==> config.mk <==
export PLATFORM = sky130hd
export DESIGN_NAME = dual_port_ram_scheduler
export DESIGN_NICKNAME = d
export VERILOG_FILES = /design/src/rtl/dual_port_ram_scheduler_pkg.sv /design/src/rtl/dual_port_ram_scheduler_picker.sv /design/src/rtl/dual_port_ram_scheduler.sv
export SDC_FILE = /design/constraint.sdc
export NUM_CORES = 1
export LEC_CHECK = 0
export BUFFER_PORTS_ARGS = -buffer_cell sky130_fd_sc_hd__buf_2
export CAP_MARGIN = 15
export CORE_UTILIZATION = 45
export DETAILED_ROUTE_END_ITERATION = 10
export PLACE_DENSITY = 0.83
export SYNTH_ARGS = -nofsm -noshare
export SYNTH_HDL_FRONTEND = slang
export SYNTH_HIERARCHICAL = 1
export SYNTH_SLANG_ARGS = --single-unit
export TNS_END_PERCENT = 100
==> constraint.sdc <==
create_clock -name clock -period 4.6 [get_ports clock]
set_clock_uncertainty 0.15 [all_clocks]
set_input_delay 0.23 -clock clock [delete_from_list [all_inputs] [get_ports clock]]
set_output_delay 0.23 -clock clock [all_outputs]
set_load 0.01 [all_outputs]
==> src/rtl/dual_port_ram_scheduler_pkg.sv <==
// Shared types, defaults and helpers for dual_port_ram_scheduler.
// Packed-slice macro DPRS_SLICE selects element i of width w.
`ifndef DUAL_PORT_RAM_SCHEDULER_PKG_SV
`define DUAL_PORT_RAM_SCHEDULER_PKG_SV

`define DPRS_SLICE(vec, i, w) vec[(i)*(w) +: (w)]

package dual_port_ram_scheduler_pkg;

  localparam int DefDataWidth    = 8;
  localparam int DefAddressWidth = 4;
  localparam int DefNumReq       = 4;
  localparam int MaxIdxW         = 4;

  typedef struct packed {
    logic               valid;
    logic [MaxIdxW-1:0] idx;
  } owner_t;

  function automatic int clog2(input int n);
    int r;
    r = 1;
    for (int i = 1; i < 32; i++) begin
      if ((1 << i) < n) r = i + 1;
    end
    return r;
  endfunction

endpackage

`endif

==> src/rtl/dual_port_ram_scheduler_picker.sv <==
// rr_two_grant_picker: round-robin search yielding up to two grants.
// Port 1 takes the next valid requester after the port 0 winner.
module rr_two_grant_picker #(
  parameter int N  = 4,
  parameter int IW = 2
) (
  input  logic [N-1:0]  reqValid,
  input  logic [IW-1:0] rrPtr,
  input  logic [N-1:0]  p1Mask,
  output logic [N-1:0]  grant0,
  output logic [N-1:0]  grant1,
  output logic [IW-1:0] idx0,
  output logic [IW-1:0] idx1,
  output logic          any0,
  output logic          any1
);

  logic [IW-1:0] k;

  always_comb begin
    grant0 = '0;
    grant1 = '0;
    idx0   = '0;
    idx1   = '0;
    any0   = 1'b0;
    any1   = 1'b0;
    k      = '0;
    for (int off = 0; off < N; off++) begin
      k = IW'((int'(rrPtr) + off) % N);
      if (reqValid[k]) begin
        if (!any0) begin
          any0 = 1'b1;
          idx0 = k;
        end else if (!any1 && p1Mask[k]) begin
          any1 = 1'b1;
          idx1 = k;
        end
      end
    end
    grant0[idx0] = any0;
    grant1[idx1] = any1;
  end

endmodule

==> src/rtl/dual_port_ram_scheduler.sv <==
// Two-port round-robin front end for simple_dual_port_ram.
// WRITE_COLLISION_STALL_EN serializes same-address write pairs.
module dual_port_ram_scheduler
  import dual_port_ram_scheduler_pkg::*;
#(
  parameter int DATA_WIDTH    = DefDataWidth,
  parameter int ADDRESS_WIDTH = DefAddressWidth,
  parameter int NUM_REQ       = DefNumReq
) (
  input  logic                             clock,
  input  logic                             reset,
  input  logic [NUM_REQ-1:0]               req_valid,
  input  logic [NUM_REQ-1:0]               req_write,
  input  logic [NUM_REQ*ADDRESS_WIDTH-1:0] req_address,
  input  logic [NUM_REQ*DATA_WIDTH-1:0]    req_data,
  output logic [NUM_REQ-1:0]               req_ready,
  output logic [NUM_REQ-1:0]               resp_valid,
  output logic [NUM_REQ*DATA_WIDTH-1:0]    resp_data,
  output logic                             writeEnable_0,
  output logic                             writeEnable_1,
  output logic [DATA_WIDTH-1:0]            writeData_0,
  output logic [DATA_WIDTH-1:0]            writeData_1,
  output logic [ADDRESS_WIDTH-1:0]         address_0,
  output logic [ADDRESS_WIDTH-1:0]         address_1,
  input  logic [DATA_WIDTH-1:0]            readData_0,
  input  logic [DATA_WIDTH-1:0]            readData_1
);

  localparam int IW = clog2(NUM_REQ);

  logic [IW-1:0]            rrPtr;
  logic [IW-1:0]            ptrNext;
  logic [NUM_REQ-1:0]       g0;
  logic [NUM_REQ-1:0]       g1;
  logic [NUM_REQ-1:0]       p1Mask;
  logic [IW-1:0]            idx0;
  logic [IW-1:0]            idx1;
  logic                     any0;
  logic                     any1;
  logic                     stall;
  logic                     take0;
  logic                     take1;
  logic [ADDRESS_WIDTH-1:0] a0;
  logic [ADDRESS_WIDTH-1:0] a1;
  logic [DATA_WIDTH-1:0]    d0;
  logic [DATA_WIDTH-1:0]    d1;
  owner_t                   own0;
  owner_t                   own1;

  function automatic logic [IW-1:0] bump(input logic [IW-1:0] i);
    return IW'((int'(i) + 1) % NUM_REQ);
  endfunction

  assign p1Mask = '1;

  rr_two_grant_picker #(
    .N  (NUM_REQ),
    .IW (IW)
  ) picker (
    .reqValid (req_valid),
    .rrPtr    (rrPtr),
    .p1Mask   (p1Mask),
    .grant0   (g0),
    .grant1   (g1),
    .idx0     (idx0),
    .idx1     (idx1),
    .any0     (any0),
    .any1     (any1)
  );

  assign a0 = `DPRS_SLICE(req_address, idx0, ADDRESS_WIDTH);
  assign a1 = `DPRS_SLICE(req_address, idx1, ADDRESS_WIDTH);
  assign d0 = `DPRS_SLICE(req_data, idx0, DATA_WIDTH);
  assign d1 = `DPRS_SLICE(req_data, idx1, DATA_WIDTH);

`ifdef WRITE_COLLISION_STALL_EN
  // Withheld requester becomes the port 0 winner next cycle
  assign stall = any1 && req_write[idx0]
              && req_write[idx1] && (a0 == a1);
`else
  assign stall = 1'b0;
`endif

  assign take0 = any0 && !reset;
  assign take1 = any1 && !stall && !reset;

  assign req_ready = (take0 ? g0 : '0) | (take1 ? g1 : '0);

  assign writeEnable_0 = take0 && req_write[idx0];
  assign writeEnable_1 = take1 && req_write[idx1];
  assign address_0     = take0 ? a0 : '0;
  assign address_1     = take1 ? a1 : '0;
  assign writeData_0   = take0 ? d0 : '0;
  assign writeData_1   = take1 ? d1 : '0;

  always_comb begin
    ptrNext = rrPtr;
    if (take1) ptrNext = bump(idx1);
    else if (take0) ptrNext = bump(idx0);
  end

  always_ff @(posedge clock or posedge reset) begin
    if (reset) begin
      rrPtr <= '0;
      own0  <= '0;
      own1  <= '0;
    end else begin
      rrPtr     <= ptrNext;
      own0.valid <= take0;
      own0.idx   <= MaxIdxW'(idx0);
      own1.valid <= take1;
      own1.idx   <= MaxIdxW'(idx1);
    end
  end

  always_comb begin
    resp_valid = '0;
    resp_data  = '0;
    for (int i = 0; i < NUM_REQ; i++) begin
      if (own0.valid && own0.idx == MaxIdxW'(i)) begin
        resp_valid[i] = 1'b1;
        `DPRS_SLICE(resp_data, i, DATA_WIDTH) = readData_0;
      end
      if (own1.valid && own1.idx == MaxIdxW'(i)) begin
        resp_valid[i] = 1'b1;
        `DPRS_SLICE(resp_data, i, DATA_WIDTH) = readData_1;
      end
    end
  end

endmodule

* After elaboration in Yosys (flattened, before gate mapping)
Cells that the tools add are included.
** Storage, ports and cells
- Bits in registers :: 42
- Word-level logic and storage cells :: 140
- Output and inout port bits :: 66
- Input port bits :: 74
** Cells by class
- Add/sub/neg operators :: 5
- Equality and inequality tests :: 6
- Shift operators :: 4
- Reduce and logical (&&, ||, !) cells :: 28
- Mux-type cells :: 75
- Magnitude comparators :: 8
- Bitwise logic cells :: 9
** Operators with widths (number)
- $mux 32 :: 18
- $lt 32x3->1 const B :: 6
- $add 32x2->32 const B :: 3
- $mux 8 :: 10
- $shiftx 16x33->4 :: 2
- $shiftx 32x33->8 :: 2
- $add 32x3->32 const B :: 2
- $ge 32x1->1 const B :: 2
- $mux 1 :: 32
- $bmux 1 s2 :: 9
- $eq 4x2->1 const B :: 4
- $logic_and 1x1->1 :: 16
- $mux 4 :: 4
- $reduce_or 2->1 :: 6
- $and 4x4->4 :: 2
- $eq 4x1->1 const B :: 2
- $logic_not 4->1 :: 2
- $and 1x1->1 :: 6
- $demux 1 s2 :: 2
- $or 4x4->4 :: 1
- $logic_not 1->1 :: 3
- $reduce_bool 2->1 :: 1

* Longest topological paths before layout
Gate-level depths: netlist of run 1.
- Depth in word-level cells :: 25
- Mapped depth :: 16
- Gate-level depth less buffers :: 13

* Modules after synthesis
Netlist of run 1, hierarchy kept.
** Modules (own cells, without submodules)
- dual_port_ram_scheduler :: seq. area each 325.3 um^2, cells each 187, times used 1, area each 1901.8 um^2
- rr_two_grant_picker :: seq. area each 0.0 um^2, cells each 175, times used 1, area each 1387.6 um^2

* Least setup slack after synthesis of run 1
No wires, ideal clock.
- Path type :: reg-to-reg
- From :: reg rrPtr[0]
- To :: reg rrPtr[30]
- Path slack :: 0.133 ns
- Data required time :: 4.364 ns
- Stages on the path, launching flop included :: 17
- Period minus slack after synthesis :: 4.467 ns
- Library setup time :: 0.086 ns
- Data arrival time :: 4.231 ns
- Buffers on the path :: 3
- Path through :: dfrtp_1 -> buf_4 -> inv_1 -> ha_1 -> mux4_2 -> buf_2 -> a22o_1 -> a32oi_2 -> nand2_1 -> nor2_1 -> or2_1 -> buf_4 -> nand4_1 -> nor4_1 -> nand2_1 -> or3_1 -> a32oi_1
** On the way
- Elaborated cells on any way between the ends :: 69
- Those cells by class :: add/sub: 5; mux: 45; bitwise: 6; reduce/logical: 13
** RTL lines
- start: declaration :: RTL line dual_port_ram_scheduler.sv:31 : logic [IW-1:0] rrPtr;
- start signal: assignment :: RTL line dual_port_ram_scheduler.sv:108 : rrPtr <= ptrNext;
- $add 32x2->32 :: RTL line dual_port_ram_scheduler_picker.sv:29 : k = IW'((int'(rrPtr) + off) % N);
- $bmux 1 s2 :: RTL line dual_port_ram_scheduler_picker.sv:34 : end else if (!any1 && p1Mask[k]) begin
- $mux 1 (implied by the code) :: RTL line dual_port_ram_scheduler_picker.sv:34
- $mux 1 :: RTL line dual_port_ram_scheduler_picker.sv:34
- $mux 1 :: RTL line dual_port_ram_scheduler_picker.sv:31 : if (!any0) begin
- $mux 1 :: RTL line dual_port_ram_scheduler_picker.sv:30 : if (reqValid[k]) begin
- $logic_not 1->1 :: RTL line dual_port_ram_scheduler_picker.sv:34
- $logic_and 1x1->1 :: RTL line dual_port_ram_scheduler_picker.sv:34
- (+4 left out)
- $logic_and 1x1->1 :: RTL line dual_port_ram_scheduler_picker.sv:34
- $mux 32 :: RTL line dual_port_ram_scheduler_picker.sv:34
- $mux 32 :: RTL line dual_port_ram_scheduler_picker.sv:31
- $mux 32 (*) :: RTL line dual_port_ram_scheduler_picker.sv:30
- net idx1[2] :: RTL line dual_port_ram_scheduler.sv:37 : logic [IW-1:0] idx1;
- $add 32x2->32 (*) :: RTL line dual_port_ram_scheduler.sv:51 : return IW'((int'(i) + 1) % NUM_REQ);
- $and 1x1->1 (no source line) (*)
- $mux 32 (*) :: RTL line dual_port_ram_scheduler.sv:98 : if (take1) ptrNext = bump(idx1);
Mark *: on every way through the listed nets, which the timed path passes. The rest lies on a longest branch. The select of a mux whose other input is x is not followed.
A chain may end at the register's enable or synchronous reset.

* Worst setup path in the final report of run 1
- From :: reg rrPtr[0]
- To :: out writeData_0[5]
** On the way
- Word-level cells in the longest chain between the ends :: 11
- Elaborated cells on any way between the ends :: 33
- Those cells by class :: add/sub: 3; shift: 1; mux: 20; bitwise: 4; reduce/logical: 5
** RTL lines
- parallel branches: the longest is 8 deep, another holds $add 32x2->32
- $mux 32 (*) :: RTL line dual_port_ram_scheduler_picker.sv:30
- net idx0[0] :: RTL line dual_port_ram_scheduler.sv:36 : logic [IW-1:0] idx0;
- $shiftx 32x33->8 (no source line) (*)
- $mux 8 (*) :: RTL line dual_port_ram_scheduler.sv:93 : assign writeData_0 = take0 ? d0 : '0;
- end: declaration :: RTL line dual_port_ram_scheduler.sv:21 : output logic [DATA_WIDTH-1:0] writeData_0,
Mark *: on every way through the listed nets, which the timed path passes. The select of a mux whose other input is x is not followed.

==> results.yml, run 1 <==
run_status:
  status: "finished, final reports clean"
pwr:
  peakVddDrop_v: 0.000487
  powerDensity_nw_per_um2: 774
  p_leak_nw: 1.80
  power_mw: 2.88
yosys:
  ys_seq_area_share_pct: 9.89
  ys_warn_count: 6
  synthXorXnorAreaFrac_pct: 0
  synth_cell_type_count: 62
  synthesis.area_sq_um: 3290
  synth_top_family_by_area: "multiplexers"
  synth_compound_area_share_pct: 18.7
  avgSynthCellArea_sq_um: 9.09
  synth_seq_cells: 13
  synthMuxAreaShare_pct: 25.4
  synth-edff-count: 0
  synth-simple-area-share_pct: 24.8
  syn_inst: 362
  async_reset_ff_share_pct: 100
  synth_fa_ha_area_share_pct: 2.66
  ys.flop_type: "dfrtp_1"
final_layout:
  num-nets-final: 532
  antenna-diode-count: 0
  fin_util_pct: 53.6
  fin_cells: 546
  multi_input_area_sq_um: 2410
  drive_gt1_share_pct: 45.3
  syn2layout_area_growth_pct: 13.2
  fin_area_sq_um: 3720
  regArea_sq_um: 327
  nFillCells: 658
clocking:
  cts_buffers: 3
  path_clk_slew_ps: 60
  insertion_delay_ps: 240
  h-tree-depth: 1
  cts_tree: "built"
  numClockSinks: 13
  clk_root_buffer_cell: "clkbuf_8"
  cts_buffer_depth: 2
drt:
  viasPerCell: 5.97
  drtIter0Drc: 204
  drtAntennaViolNets: 0
  drt-pass1-iter-count: 5
  wl_per_cell_um: 16.1
  vias: 3262
  routed_wl_um: 8800
  drc_errors: 0
floorplanning:
  die_y_um: 87.5
  start_util_pct: 47.4
  dieArea_sq_um: 7660
  io_pins: 140
  core-area_sq_um: 6940
  core.rowCount: 30
  die_x_um: 87.5
sta:
  drv_slew: 0
  setup_viol: 0
  fin_crit_sh_pct: 91.0
  worst_slack_ps: 412
  whs_ps: 473
  max_slew_margin_pct: 56.5
  hold_violations: 0
  tightest_slew_ps: 650
  final.min_clock_period_ps: 4190
  max_freq_ghz: 0.239
  tns_ps: 0
  rsz0062_at_grt: "false"
placed_design:
  placed_cells: 541
  port-buffer-count: 139
  post-dp-hpwl_um: 7080
  dpl-instance-area_sq_um: 3670
  place_ws_ps: 298
  place_congestion: 0.876
global_route:
  grt_max_degree: 38
  grt_overflow: 0
  grt_usage_pct: 22.9
  grt_pass1_vias: 3091
  antenna_found_initial: 0
  grt_pass1_wl_um: 13900
worst_setup_path:
  cp-start-kind: "register"
  required_ps: 4220
  worst_ep_arrival_time_ps: 3810
  cp_max_fo: 24
  r2r_setup_slack_ps: 560
  cp-end-kind: "output pin"
  criticalPathCategory: "register to output pin"
worst_hold_path:
  min_path_type: "primary input to async pin"
job:
  maxCapViolCount: 0
final cells by class:
type	count	share of cell area [%]
inverter	10	1.01
tap	96	3.22
sequential	13	8.77
timing repair buffer	151	21.2
clock buffer	4	1.21
multi-input combinational	272	64.6
cell families (layout without fill, tap and decap cells):
kind of cell,after synthesis,in the layout
compound gates,72,72
mux,41,41
fa+ha+maj,7,7
simple gates,138,138
buf+inv,90,165
other cells,1,14
flops,13,13
cells in the mapped netlist, types with 2 or more instances:
master | count | area (sq um)
and2_1 | 3 | 18.8
ha_1 | 7 | 87.6
nand2_1 | 16 | 60.1
nand2b_1 | 2 | 12.5
o21ai_0 | 5 | 25.0
buf_2 | 7 | 35.0
mux4_2 | 31 | 698
buf_6 | 3 | 33.8
a21oi_1 | 7 | 35.0
a21o_1 | 2 | 15.0
nor3b_1 | 3 | 22.5
and3_1 | 27 | 169
o211ai_1 | 2 | 15.0
a31oi_1 | 3 | 18.8
buf_4 | 63 | 473
clkbuf_1 | 7 | 26.3
nand4_1 | 22 | 138
o32ai_1 | 2 | 17.5
nand3b_1 | 4 | 30.0
mux4_1 | 2 | 52.6
nor2_1 | 20 | 75.1
a22o_1 | 37 | 324
mux2_2 | 5 | 56.3
nor2_4 | 2 | 22.5
inv_1 | 9 | 33.8
nor3_1 | 5 | 25.0
mux2i_1 | 3 | 30.0
nor4_1 | 10 | 62.6
or4_1 | 2 | 15.0
nor2b_1 | 3 | 18.8
nand3_1 | 5 | 25.0
dfrtp_1 | 13 | 325
metal layers:
| metal | track usage (%) | share of wire, % | up-vias |
|---|---|---|---|
| li1 | - | - | 1558 |
| met3 | 3.22 | 6.7 | 14 |
| met5 | 0 | 0 | - |
| met4 | 4.47 | 1.2 | 0 |
| met2 | 46.5 | 54 | 182 |
| met1 | 24.8 | 39 | 1508 |
worst paths after layout:
check | cells past startpoint | end | start
max | 10 | writeData_0[5] | rrPtr[0]$_DFFE_PP0P_
min | 3 | rrPtr[0]$_DFFE_PP0P_ | reset
max reg2reg | 12 | rrPtr[30]$_DFFE_PP0P_ | rrPtr[30]$_DFFE_PP0P_
min reg2reg | 3 | rrPtr[1]$_DFFE_PP0P_ | rrPtr[1]$_DFFE_PP0P_
max in group asynchronous | 3 | rrPtr[30]$_DFFE_PP0P_ | reset
min in group clock | 3 | resp_data[14] | readData_0[6]
state kept, by name (all words and copies together), names as in the netlist:
name   count
own0       5
own1       5
rrPtr      3
critical path, cell delays in order, from the launching register on:
cell and delay [ps]:
dfrtp_1 350, buf_4 300, mux4_2 720, ha_1 350
mux2_2 270, a221o_1 330, o21ai_2 60, buf_4 310
mux4_2 540, and3_1 200, buf_2 130
power by group:
| group | switching [mW] | internal [mW] |
|---|---|---|
| Sequential | 0.0565 | 0.164 |
| Clock | 0.0372 | 0.0608 |
| Combinational | 1.40 | 1.17 |
timing repair:
item / CTS / global route
hold buffers: 1 / 0
endpoints found under the hold margin: 13 / 0
gates resized for setup: 0 / 1
endpoints found under the setup margin: 0 / 13
setup buffers: 0 / 0
layout by cell type, fill, tap and decap left out, types with 2 or more instances in the layout:
master	n
buf_2	139
a22o_1	37
mux4_2	31
and3_1	27
nand4_1	22
nor2_1	20
nand2_1	16
conb_1	14
dfrtp_1	12
buf_4	11
nor4_1	10
inv_1	9
a21oi_1	7
ha_1	7
nor3_1	5
o21ai_0	5
nand3_1	5
mux2_2	5
nand3b_1	4
nor3b_1	3
nor2b_1	3
and2_1	3
mux2i_1	3
a31oi_1	3
clkbuf_8	3
nor2_4	2
mux4_1	2
nand2b_1	2
or4_1	2
o211ai_1	2
a21o_1	2
o32ai_1	2
Note: power is estimated with default switching activity, not from simulation.
==> run 2: changes to the inputs <==
--- a/config.mk
+++ b/config.mk
@@ -7,6 +7,7 @@
 export LEC_CHECK = 0
 export BUFFER_PORTS_ARGS = -buffer_cell sky130_fd_sc_hd__buf_2
 export CAP_MARGIN = 15
+export CORE_MARGIN = 2
 export CORE_UTILIZATION = 45
 export DETAILED_ROUTE_END_ITERATION = 10
 export PLACE_DENSITY = 0.83
==> results.yml, run 2 (synthesis results as in run 1) <==
drt:
  viasPerCell: 6.01
  drt-pass1-iter-count: 4
  drtIter0Drc: 285
  routed_wl_um: 8680
  drc_errors: 0
  vias: 3301
  wl_per_cell_um: 15.8
  drtAntennaViolNets: 0
sta:
  fin_crit_sh_pct: 92.4
  setup_viol: 0
  max_freq_ghz: 0.235
  final.min_clock_period_ps: 4250
  rsz0062_at_grt: "false"
  max_slew_margin_pct: 51.3
  tns_ps: 0
  drv_slew: 0
  hold_violations: 0
  tightest_slew_ps: 727
floorplanning:
  start_util_pct: 45.8
  die_x_um: 89.5
  die_y_um: 89.5
  io_pins: 140
  core.rowCount: 31
  core-area_sq_um: 7180
  dieArea_sq_um: 8010
clocking:
  cts_buffers: 3
  clk_root_buffer_cell: "clkbuf_8"
  insertion_delay_ps: 240
  cts_tree: "built"
  h-tree-depth: 1
  path_clk_slew_ps: 50
  numClockSinks: 13
  cts_setup_buffers: 0
  cts_buffer_depth: 2
global_route:
  grt_overflow: 0
  grt_usage_pct: 20.6
  antenna_found_initial: 0
  grt_pass1_vias: 2981
  grt_pass1_wl_um: 13200
  grt_max_degree: 38
placed_design:
  place_congestion: 0.879
  placed_cells: 544
  dpl-instance-area_sq_um: 3680
  port-buffer-count: 139
  post-dp-hpwl_um: 6920
final_layout:
  final_cell_mix: "139 x buf_2, 37 x a22o_1, 31 x mux4_2, 27 x and3_1, 22 x nand4_1"
  num-nets-final: 532
  final_common_cell: "buf_2"
  nFillCells: 641
  multi_input_area_sq_um: 2410
  fin_area_sq_um: 3740
  fin_cells: 549
  regArea_sq_um: 327
  syn2layout_area_growth_pct: 13.7
  reg_top3: "own0 (5), own1 (5), rrPtr (3)"
  drive_gt1_share_pct: 45.3
  antenna-diode-count: 0
worst_setup_path:
  worst_ep_arrival_time_ps: 3870
  criticalPathCategory: "register to output pin"
  slowest_delay_ps: 660
  required_ps: 4220
  crit_chain: "inv_1 > ha_1 > mux4_2 > a22o_1 > a32oi_2 > a211oi_2 > inv_2 > mux4_1 > and3_1 > buf_2"
  rr_startpoint: "rrPtr[0]$_DFFE_PP0P_"
  crit_start: "rrPtr[0]$_DFFE_PP0P_"
  cp-start-kind: "register"
  cp-end-kind: "output pin"
  cp_max_fo: 19
  slowest_stage: "mux4_2"
run_status:
  status: "finished, final reports clean"
pwr:
  power_mw: 2.90
  p_leak_nw: 1.80
  peakVddDrop_v: 0.000345
  powerDensity_nw_per_um2: 774
worst_hold_path:
  min_path_type: "primary input to async pin"
job:
  maxCapViolCount: 0
[run 2: power breakdown]
| part | internal, mW | switching [mW] |
|---|---|---|
| Combinational | 1.19 | 1.39 |
| Sequential | 0.164 | 0.0577 |
| Clock | 0.0611 | 0.0395 |
| Total | 1.41 | 1.48 |
[run 2: worst max-delay path: cells and delay by family, from the launching register on]
| family | cells | cell delay, ps |
|---|---|---|
| mux | 2 | 1270 |
| simple gates | 1 | 190 |
| flops | 1 | 410 |
| compound gates | 3 | 680 |
| buf+inv | 3 | 720 |
| fa+ha+maj | 1 | 360 |
[run 2: metal layers]
| metal | vias up | routed length, um | part of all wire [%] | track usage, % |
|---|---|---|---|---|
| li1 | 1564 | - | - | - |
| met1 | 1510 | 3220 | 37 | 22.1 |
| met2 | 202 | 4510 | 52 | 40.9 |
| met3 | 25 | 735 | 8.5 | 3.32 |
| met4 | 0 | 217 | 2.5 | 6.11 |
| met5 | - | 0 | 0 | 0 |
[run 2: final timing paths]
path	end	slack [ps]	depth (start not counted)
setup reg to reg	rrPtr[30]$_DFFE_PP0P_	450	14
hold / removal	rrPtr[0]$_DFFE_PP0P_	450	3
hold reg to reg	rrPtr[1]$_DFFE_PP0P_	670	3
max in group asynchronous	rrPtr[30]$_DFFE_PP0P_	3450	3
setup / recovery	writeData_1[7]	350	10
min in group clock	own0[0]$_DFF_PP0_	650	5
[run 2: layout make-up]
cell class	count	share of cell area, %
flip-flops and latches	13	8.73
inverters	10	1.00
well taps	99	3.31
repair buffers	151	21.4
multi-input cells	272	64.3
clock buffers	4	1.20
[run 2: what timing repair did]
item                                    4_1_cts  5_1_grt
hold endpoints to repair                     13        0
hold buffers                                  1        0
resized for setup                             0        1
endpoints found under the setup margin        0       20
[run 2: per-stage QoR]
step / setup WS [ps] / util [%] / hold WS [ps]
floorplan: 133 / - / -28.9
global placement: 448 / 51.4 / 160
detailed placement: 266 / 51.4 / 172
CTS: 253 / 52.1 / 465
global route: 110 / 52.1 / 503
finish: 350 / 52.1 / 450
==> run 3: changes to the inputs <==
--- a/config.mk
+++ b/config.mk
@@ -11,6 +11,7 @@
 export CORE_UTILIZATION = 45
 export DETAILED_ROUTE_END_ITERATION = 10
 export PLACE_DENSITY = 0.83
+export RECOVER_POWER = 100
 export SYNTH_ARGS = -nofsm -noshare
 export SYNTH_HDL_FRONTEND = slang
 export SYNTH_HIERARCHICAL = 1
==> results.yml, run 3 (synthesis results as in run 1) <==
sta:
  setup_viol: 0
  max_freq_ghz: 0.232
  max_slew_margin_pct: 35.8
  fin_crit_sh_pct: 93.6
  tns_ps: 0
  rsz0062_at_grt: "false"
  final.min_clock_period_ps: 4310
  whs_ps: 451
  drv_slew: 0
  tightest_slew_ps: 964
  hold_violations: 0
clocking:
  cts_setup_buffers: 0
  path_clk_slew_ps: 50
  cts_buffer_depth: 2
  h-tree-depth: 1
  clk_root_buffer_cell: "clkbuf_8"
  cts_buffers: 3
  numClockSinks: 13
  insertion_delay_ps: 240
  cts_tree: "built"
final_layout:
  final_cell_mix: "78 x buf_2, 64 x clkbuf_1, 37 x a22o_1, 31 x mux4_2, 27 x and3_1"
  syn2layout_area_growth_pct: 10.2
  drive_gt1_share_pct: 30.0
  antenna-diode-count: 0
  final_common_cell: "buf_2"
  reg_top3: "own0 (5), own1 (5), rrPtr (3)"
  num-nets-final: 532
floorplanning:
  core-area_sq_um: 7180
  die_y_um: 89.5
  die_x_um: 89.5
  core.rowCount: 31
  start_util_pct: 45.8
  io_pins: 140
  dieArea_sq_um: 8010
worst_setup_path:
  slowest_delay_ps: 650
  critical-path-top-delay-family: "multiplexers"
  path_buf_inv: 3
  criticalPathCategory: "register to output pin"
  cp-end-kind: "output pin"
  worst_ep_arrival_time_ps: 3930
  slowest_stage: "mux4_2"
  worst-r2r-cell-count: 12
  crit_top_cell: "mux4_2"
  crit_chain: "inv_1 > ha_1 > mux4_2 > o311ai_4 > nor2_1 > a211oi_1 > inv_2 > mux4_2 > and3_1 > clkbuf_1"
  required_ps: 4220
  rr_endpoint: "rrPtr[30]$_DFFE_PP0P_"
  cp_max_fo: 19
  rr_startpoint: "rrPtr[30]$_DFFE_PP0P_"
  cp-start-kind: "register"
  r2r_setup_slack_ps: 490
placed_design:
  post-dp-hpwl_um: 6920
  port-buffer-count: 139
  place_congestion: 0.879
drt:
  drt-pass1-iter-count: 4
  viasPerCell: 5.95
  vias: 3266
  drtAntennaViolNets: 0
  drc_errors: 0
  routed_wl_um: 8780
  drtIter0Drc: 257
  wl_per_cell_um: 16.0
job:
  maxCapViolCount: 0
global_route:
  antenna_found_initial: 0
  grt_overflow: 0
  grt_pass1_wl_um: 13200
  grt_pass1_vias: 2981
  grt_max_degree: 38
  grt_usage_pct: 20.6
pwr:
  p_leak_nw: 1.54
  powerDensity_nw_per_um2: 778
  peakVddDrop_v: 0.000342
worst_hold_path:
  min_path_type: "primary input to async pin"
run_status:
  status: "finished, final reports clean"
run 3: cell count changes in the layout (fill, tap and decap cells not counted), sizes merged:
cell and change:
clkbuf +63, buf -63
run 3: stage by stage:
stage,std cells,instance area (sq um),total power [mW],util [%],setup WS [ps]
2_1_floorplan,375,3340,2.68,-,133
3_3_place_gp,544,3680,2.73,51.4,448
5_1_grt,549,3630,3.08,50.5,69.5
3_5_place_dp,544,3680,2.79,51.4,266
4_1_cts,549,3740,2.89,52.1,253
6_report,549,3630,2.82,50.5,294
run 3: final cells by class:
cell class / instances / area (sq um)
fillers: 690 / 3550
inverters: 10 / 37.5
well taps: 99 / 124
multi-input cells: 272 / 2380
clock buffers: 4 / 45.0
repair buffers: 151 / 717
flip-flops and latches: 13 / 327
run 3: power breakdown:
part | leakage [nW] | internal, mW | switching, mW
Clock | 0.0228 | 0.0611 | 0.0396
Combinational | 1.35 | 1.11 | 1.39
Sequential | 0.162 | 0.164 | 0.0576
run 3: worst max-delay path by stage:
stage / from / to / slack [ps] / cells after the start
after CTS: rrPtr[30]$_DFFE_PP0P_ / rrPtr[30]$_DFFE_PP0P_ / 250 / 12
after detailed placement: rrPtr[30]$_DFFE_PP0P_ / rrPtr[30]$_DFFE_PP0P_ / 270 / 12
final: rrPtr[0]$_DFFE_PP0P_ / writeData_1[5] / 290 / 10
after global routing: rrPtr[0]$_DFFE_PP0P_ / writeData_1[7] / 70 / 10
after global placement: rrPtr[30]$_DFFE_PP0P_ / rrPtr[30]$_DFFE_PP0P_ / 450 / 12
after floorplan: rrPtr[0]$_DFFE_PP0P_ / rrPtr[30]$_DFFE_PP0P_ / 130 / 16
run 3: layer usage:
layer	wire (um)	vias to the layer above	track usage, %
met1	3390	1494	22.1
met5	0	-	0
met3	683	16	3.32
li1	-	1565	-
met4	165	0	6.11
met2	4540	191	40.9
run 3: timing repair:
action                                 in CTS  in global routing
gates resized for setup                     0                  1
endpoints found under the hold margin      13                  0
hold buffers                                1                  0
setup endpoints to repair                   0                 20
run 3: tightest hold or removal path: cells and delay by family:
| kind | cells | cell delay (ps) |
|---|---|---|
| buf+inv | 3 | 1070 |
